--- config.mk ---
export PLATFORM = sky130hd
export DESIGN_NAME = nh_lcd_data_reader
export DESIGN_NICKNAME = d
export VERILOG_FILES = /design/src/rtl/nh_lcd_data_reader.sv
export SDC_FILE = /design/constraint.sdc
export NUM_CORES = 1
export LEC_CHECK = 0
export BUFFER_PORTS_ARGS = -buffer_cell sky130_fd_sc_hd__buf_2
export CAP_MARGIN = 10
export CORE_MARGIN = 8
export CORE_UTILIZATION = 53
export DETAILED_ROUTE_END_ITERATION = 7
export GPL_TIMING_DRIVEN = 0
export PLACE_DENSITY = 0.85
export SLEW_MARGIN = 20
export SYNTH_ARGS = -nofsm -noshare
export SYNTH_HDL_FRONTEND = slang
export SYNTH_SLANG_ARGS = --single-unit
--- constraint.sdc ---
create_clock -name clk -period 4.44 [get_ports clk]
set_clock_uncertainty 0.15 [all_clocks]
set_input_delay 0.888 -clock clk [delete_from_list [all_inputs] [get_ports clk]]
set_output_delay 0.888 -clock clk [all_outputs]
set_load 0.02 [all_outputs]
--- src/rtl/nh_lcd_data_reader.sv ---
// Read-back engine for the 8080-style LCD bus: issues the memory-read command, a dummy read,
// then reads pixels byte by byte (MSB first) and hands them out over a valid/ready port.
module nh_lcd_data_reader #(
  parameter int unsigned DATAS_WIDTH   = 24,
  parameter logic [7:0]  READ_CMD      = 8'h2E,
  parameter int unsigned STROBE_CYCLES = 2,
  parameter int unsigned HOLD_CYCLES   = 1
) (
  input  logic                   clk,
  input  logic                   rst,
  input  logic                   i_enable,
  input  logic                   i_start_stb,
  input  logic [31:0]            i_num_pixels,
  output logic                   o_busy,
  output logic                   o_done_stb,
  output logic [DATAS_WIDTH-1:0] o_pixel_data,
  output logic                   o_pixel_stb,
  input  logic                   i_pixel_rdy,
  output logic                   o_cmd_mode,
  output logic                   o_write,
  output logic                   o_read,
  output logic [7:0]             o_data_out,
  output logic                   o_data_out_en,
  input  logic [7:0]             i_data_in
);

  localparam int unsigned NumBytes   = DATAS_WIDTH / 8;
  localparam logic [15:0] StrobeLast = 16'(STROBE_CYCLES - 1);
  localparam logic [15:0] HoldLast   = 16'(HOLD_CYCLES - 1);
  localparam logic [1:0]  ByteLast   = 2'(NumBytes - 1);

  localparam logic [3:0] StIdle    = 4'd0;
  localparam logic [3:0] StCmdWr   = 4'd1;
  localparam logic [3:0] StCmdHold = 4'd2;
  localparam logic [3:0] StTurn    = 4'd3;
  localparam logic [3:0] StDmyRd   = 4'd4;
  localparam logic [3:0] StDmyHold = 4'd5;
  localparam logic [3:0] StRd      = 4'd6;
  localparam logic [3:0] StRdHold  = 4'd7;
  localparam logic [3:0] StPush    = 4'd8;
  localparam logic [3:0] StDone    = 4'd9;

  logic [3:0]             r_state;
  logic [15:0]            r_cyc;
  logic [1:0]             r_byte_idx;
  logic [31:0]            r_num;
  logic [31:0]            r_pix_cnt;
  logic [DATAS_WIDTH-1:0] r_pixel;
  logic                   r_pix_stb;

  logic [3:0]  w_state_nxt;
  logic        w_xfer;
  logic        w_strobe_end;
  logic        w_hold_end;
  logic        w_last_byte;
  logic [31:0] w_cnt_inc;
  logic        w_all_done;
  logic        w_cmd_phase;

  always_comb begin
    w_xfer       = r_pix_stb & i_pixel_rdy;
    w_strobe_end = (r_cyc == StrobeLast);
    w_hold_end   = (r_cyc == HoldLast);
    w_last_byte  = (r_byte_idx == ByteLast);
    // Count including a transfer happening this very cycle.
    w_cnt_inc    = r_pix_cnt + 32'(w_xfer);
    w_all_done   = (w_cnt_inc == r_num);
    w_state_nxt  = r_state;
    case (r_state)
      StIdle:    if (i_start_stb) w_state_nxt = (i_num_pixels == 32'd0) ? StDone : StCmdWr;
      StCmdWr:   if (w_strobe_end) w_state_nxt = StCmdHold;
      StCmdHold: if (w_hold_end) w_state_nxt = StTurn;
      StTurn:    w_state_nxt = StDmyRd;
      StDmyRd:   if (w_strobe_end) w_state_nxt = StDmyHold;
      StDmyHold: if (w_hold_end) w_state_nxt = StRd;
      StRd:      if (w_strobe_end) w_state_nxt = StRdHold;
      StRdHold: begin
        if (w_hold_end) begin
          if (!w_last_byte)                   w_state_nxt = StRd;
          else if (r_pix_stb && !i_pixel_rdy) w_state_nxt = StPush;
          else if (w_all_done)                w_state_nxt = StDone;
          else                                w_state_nxt = StRd;
        end
      end
      StPush:    if (w_xfer) w_state_nxt = w_all_done ? StDone : StRd;
      StDone:    w_state_nxt = StIdle;
      default:   w_state_nxt = StIdle;
    endcase
    if (!i_enable) w_state_nxt = StIdle;
  end

  always_ff @(posedge clk) begin
    if (rst) begin
      r_state    <= StIdle;
      r_cyc      <= '0;
      r_byte_idx <= '0;
      r_num      <= '0;
      r_pix_cnt  <= '0;
      r_pixel    <= '0;
      r_pix_stb  <= 1'b0;
    end else begin
      r_state <= w_state_nxt;
      r_cyc   <= (w_state_nxt != r_state || r_state == StIdle) ? '0 : r_cyc + 16'd1;
      if (r_state == StIdle && i_start_stb) begin
        r_num      <= i_num_pixels;
        r_pix_cnt  <= '0;
        r_byte_idx <= '0;
      end
      if (r_state == StRd && w_strobe_end) begin
        r_pixel <= (r_pixel << 8) | DATAS_WIDTH'(i_data_in);
        if (w_last_byte) r_pix_stb <= 1'b1;
      end
      if (r_state == StRdHold && w_hold_end) begin
        r_byte_idx <= w_last_byte ? 2'd0 : r_byte_idx + 2'd1;
      end
      if (w_xfer) begin
        r_pix_stb <= 1'b0;
        r_pix_cnt <= r_pix_cnt + 32'd1;
      end
      if (!i_enable) r_pix_stb <= 1'b0;
    end
  end

  assign w_cmd_phase   = (r_state == StCmdWr) || (r_state == StCmdHold);
  assign o_busy        = (r_state != StIdle) && (r_state != StDone);
  assign o_done_stb    = (r_state == StDone);
  assign o_pixel_data  = r_pixel;
  assign o_pixel_stb   = r_pix_stb;
  assign o_cmd_mode    = !w_cmd_phase;
  assign o_write       = (r_state == StCmdWr);
  assign o_read        = (r_state == StDmyRd) || (r_state == StRd);
  assign o_data_out    = w_cmd_phase ? READ_CMD : 8'h00;
  assign o_data_out_en = w_cmd_phase;

endmodule

# Word-level counts from Yosys, hierarchy flattened
# Index checks and enable logic that the tools add are counted.
[word_totals]
register_bits = 111
out_inout_bits = 39
[op_classes]
n_addsub = 4
n_eq_ne = 14
n_mux = 20
bitwise = 3
n_reduce_logical = 19
[op_table]
columns = ["operator", "count"]
rows = [
  ["$mux 32", 2],
  ["$mux 4", 13],
  ["$pmux 4 s9", 1],
  ["$add 32x1->32", 1],
  ["$add 32x1->32 const B", 1],
  ["$eq 32x32->1", 1],
  ["$logic_not 32->1", 1],
  ["$or 24x8->24", 1],
  ["$add 16x1->16 const B", 1],
  ["$eq 16x1->1 const B", 1],
  ["$eq 4x3->1 const B", 4],
  ["$logic_not 16->1", 1],
  ["$eq 4x2->1 const B", 2],
  ["$eq 4x4->1 const B", 2],
  ["$mux 2", 3],
  ["$mux 6", 1],
  ["$logic_and 1x1->1", 5],
  ["$eq 4x1->1 const B", 1],
  ["$logic_not 4->1", 1],
  ["$ne 4x4->1", 1],
  ["$ne 4x4->1 const B", 1],
  ["$reduce_bool 2->1", 2],
  ["$reduce_bool 4->1", 1],
  ["$logic_or 1x1->1", 3],
  ["other kinds (8)", 9],
]

# Longest topological paths before layout
[depth]
word_depth = 12
ltp_mapped = 14
mapped_depth_nobuf = 13

# Least setup slack after synthesis
# Ideal clock, no wire load.
[synth_path]
path_type = "in2reg"
start = "input port i_pixel_rdy"
end = "register r_cyc[10]"
setup_time_ns = 0.123
t_arrival_ns = 4.066
required_time_ns = 4.167
setup_slack_ns = 0.102
cell_stages = 13
n_path_buf = 1
path_cell_list = "nand2_1 clkinv_1 ha_1 ha_1 nand3_4 or4_4 or4_4 a211oi_2 nand4_2 o31a_1 o22ai_2 buf_6 nor3_2"
[synth_between]
elab_chain_cells = 12
[synth_rtl]
columns = ["item", "line", "rtl"]
rows = [
  ["from (decl)", "18", "input logic i_pixel_rdy,"],
  ["$and 1x1->1", "61", "w_xfer = r_pix_stb & i_pixel_rdy;"],
  ["$add 32x1->32", "66", "w_cnt_inc = r_pix_cnt + 32'(w_xfer);"],
  ["$eq 32x32->1", "67", "w_all_done = (w_cnt_inc == r_num);"],
  ["$mux 4", "81, 85", ""],
  ["$mux 4", "80", "else if (r_pix_stb && !i_pixel_rdy) w_state_nxt = StPush;"],
  ["$mux 4", "79", "if (!w_last_byte) w_state_nxt = StRd;"],
  ["$mux 4", "78", "if (w_hold_end) begin"],
  ["$pmux 4 s9 *", "69", "case (r_state)"],
  ["$mux 4 *", "89", "if (!i_enable) w_state_nxt = StIdle;"],
  ["$ne 4x4->1 *", "103", "r_cyc <= (w_state_nxt != r_state || r_state == StIdle) ? '0 : r_cyc + 16'd1;"],
  ["$logic_or 1x1->1 *", "103", ""],
  ["$reduce_or 2->1 (no source line) *", "--", ""],
  ["to (signal assigned)", "103", ""],
  ["to (decl)", "44", "logic [15:0] r_cyc;"],
]
# Every way passes the cells marked *; elsewhere a longest branch is shown, timed or not.
# A chain may end at the register's enable or synchronous reset.

# Worst setup path after layout
[layout_path]
start = "input port i_pixel_rdy"
end = "register r_cyc[8]"
# Same word-level chain as after synthesis.

==> flow_metrics.py <==
metrics = {
    "sta": {
        "fin_crit_ps": 4320,
        "max_freq_mhz": 231,
        "fin_crit_sh_pct": 97.4,
        "finalSetupViolCount": 0,
        "setup_ws_ps": 117,
        "rsz0062_at_grt": "no",
        "final_hold_viol_count": 0,
        "slew_violations": 0,
        "maxSlewHeadroom_pct": 48.4,
        "tns_ps": 0,
        "worst_pin_slew_ps": 774,
    },
    "logic_synthesis": {
        "yosysTopAreaCell": "dfxtp_1",
        "ys_top_cells_by_count": "nand2_1 (167), dfxtp_1 (111), a21oi_1 (81)",
        "netlist_area_um2": 6420,
        "syn_inst": 836,
        "synth_edf_count": 0,
        "yosys_most_used_dff": "dfxtp_1",
        "synth-seq-area-share_pct": 34.6,
        "netlist.area_leader.share_pct": 34.6,
        "yosys_register_bits": 111,
        "avgSynthCellArea_um2": 7.68,
        "async_flop_share_pct": 0,
        "yosysMostFrequentCell": "nand2_1",
        "yosys_warnings": 0,
        "ys_types": 73,
        "yosys-top-cells-area": "dfxtp_1 (35%), nand2_1 (9.8%), a21oi_1 (6.3%)",
    },
    "critical_path": {
        "r2r_cells": 14,
        "cpMaxStageDelayCell": "or3_4",
        "cp_num_buf_inv": 3,
        "worstSetupPathType": "input pin to flip-flop",
        "path_delay_family": "simple AND/OR/NAND/NOR gates",
        "arrival_ps": 4430,
        "start_kind": "input pin",
        "crit_required_ps": 4550,
        "worstPathCellList": "clkbuf_4, nand2_8, inv_8, ha_1, ha_2, nand3_4, or3_4, or3_1, a22o_1, nor4bb_1, and4_1, o31ai_1, o211ai_2, buf_4, nor3_2",
        "path_max_fanout": 10,
        "cp.depth": 15,
        "worstSetupEndpointType": "flip-flop",
        "max_stage_delay_ps": 450,
    },
    "final_layout": {
        "fin_area_um2": 7430,
        "n_antenna_cell": 0,
        "regArea_um2": 2220,
        "fill_cells": 1083,
        "fin_nets": 984,
        "syn_to_final_growth_pct": 15.8,
        "stdcell_count": 1084,
        "multi_input_area_um2": 3910,
        "layout-drive-gt1-share_pct": 18.5,
    },
    "grt": {
        "met2_usage_pct": 39.9,
        "busiest_layer": "met2",
        "grt_util_met1_pct": 28.3,
        "grt_use_met3_pct": 6.50,
        "grt_pass1_wl_um": 30500,
        "track_usage_pct": 23.6,
        "antenna_found_initial": 0,
        "grt_pass1_vias": 6186,
        "overflow": 0,
        "grt_max_degree": 23,
    },
    "pwr": {
        "p_per_area_nw_per_um2": 282,
        "p_leak_nw": 2.67,
        "ir_drop_mv": 0.298,
        "total_power_w": 0.00210,
    },
    "placed_design": {
        "place_area_um2": 7000,
        "io_buffer_count": 78,
        "dpl.cell_count": 1064,
        "hpwl_um": 14400,
        "place_ws_ps": -976,
        "gp_congestion": 1.00,
    },
    "die": {
        "start_util_pct": 53.9,
        "core_um2": 11900,
        "die_area_um2": 15900,
        "die_w_um": 126,
        "rows": 40,
        "pin_count": 84,
        "dieHeight_um": 126,
    },
    "run": {
        "max_cap_viol_count": 0,
    },
    "routing": {
        "wirelength_um": 19400,
        "dr_total_vias": 6509,
        "vias_per_cell": 6.00,
        "ant_nets": 0,
        "dr.first_iter.drc_count": 653,
        "first_pass_iters": 5,
        "avgRoutedWirePerCell_um": 17.9,
        "drc": 0,
    },
    "clock_network": {
        "clk_pin_slew_worst_paths_ps": 80,
        "htreeDepth": 3,
        "cts_inserted_buffers": 9,
        "cts_tree": "built",
        "cts-root-buf": "clkbuf_16",
        "cts_sinks": 111,
        "cts_buffer_depth": 2,
        "clock_latency_ps": 380,
    },
    "worst_hold_path": {
        "hp-class": "flip-flop to flip-flop",
        "whs_path_depth": 2,
    },
    "run_status": {
        "status": "completed",
    },
}
## final cells by class
class	instances	share of cell area [%]
multi-input combinational	651	52.7
sequential	111	29.9
timing repair buffer	82	5.69
buffer	63	4.33
clock buffer	9	3.03
tap	147	2.47
clock inverter	7	1.11
inverter	14	0.808
## flip-flops by register name, indices dropped and copies added (netlist names)
signal and flops:
o_pixel_data 24, o_pixel_stb 1, r_byte_idx 2, r_cyc 16
r_num 32, r_pix_cnt 32, r_state 4
## per-stage QoR
step | util [%] | hold slack, ps
detailed placement | 58.8 | 297
finish | 62.4 | 305
CTS | 61.9 | 309
global route | 62.4 | 339
floorplan | - | 298
global placement | 58.8 | 292
## kinds of logic after synthesis
family | count (synthesis) | synth area share (%)
compound gates | 167 | 16.6
flops | 111 | 34.6
fa+ha+maj | 7 | 1.36
other cells | 1 | 0.0584
simple gates | 410 | 32.7
mux | 11 | 1.79
xor+xnor | 52 | 7.10
buf+inv | 77 | 5.79
## worst reg2reg max path, delay by kind of cell (launching register included)
kind / cells / cell delay, ps
adders and majority gates: 2 / 420
AOI/OAI and AO/OA: 3 / 700
DFF: 1 / 610
and+or+nand+nor: 7 / 1880
buffers and inverters: 2 / 400
## layer usage
metal / routed length, um / vias to the layer above / part of all wire [%]
met4: 393 / 0 / 2.0
li1: - / 3140 / -
met2: 9330 / 294 / 48
met1: 8000 / 3036 / 41
met3: 1690 / 39 / 8.7
met5: 0 / - / 0
## final timing paths
kind / from / to / slack [ps]
worst max-delay path: i_pixel_rdy / r_cyc[8] / 120
worst min-delay path: o_pixel_data[21] / o_pixel_data[21] / 310
worst max register to register: o_pixel_stb / r_cyc[8] / 150
worst min register to register: o_pixel_data[21] / o_pixel_data[21] / 310
## repair_timing
item | in CTS | in global routing
buffers inserted | 3 | 1
setup endpoints to repair | 16 | 16
pin swaps | 3 | 4
hold buffers | 0 | 0
gates resized for setup | 7 | 10
## cells in the final DEF, fill, tap and decap left out, types with 19 or more instances in the layout
cell / count
xnor2_1: 32
a21oi_1: 81
nor4_1: 21
buf_4: 19
clkbuf_1: 35
nand3_1: 35
nand2_1: 166
o21ai_0: 20
dfxtp_1: 111
buf_2: 88
nand4_1: 21
xor2_1: 20
nor3_1: 23
nor2_1: 52
## power by group
group / total, W / switching, W / internal [W]
Sequential: 0.00103 / 0.0000163 / 0.00101
Clock: 0.000841 / 0.000436 / 0.000405
Combinational: 0.000228 / 0.000142 / 0.0000864
(Power assumes the default switching activity.)
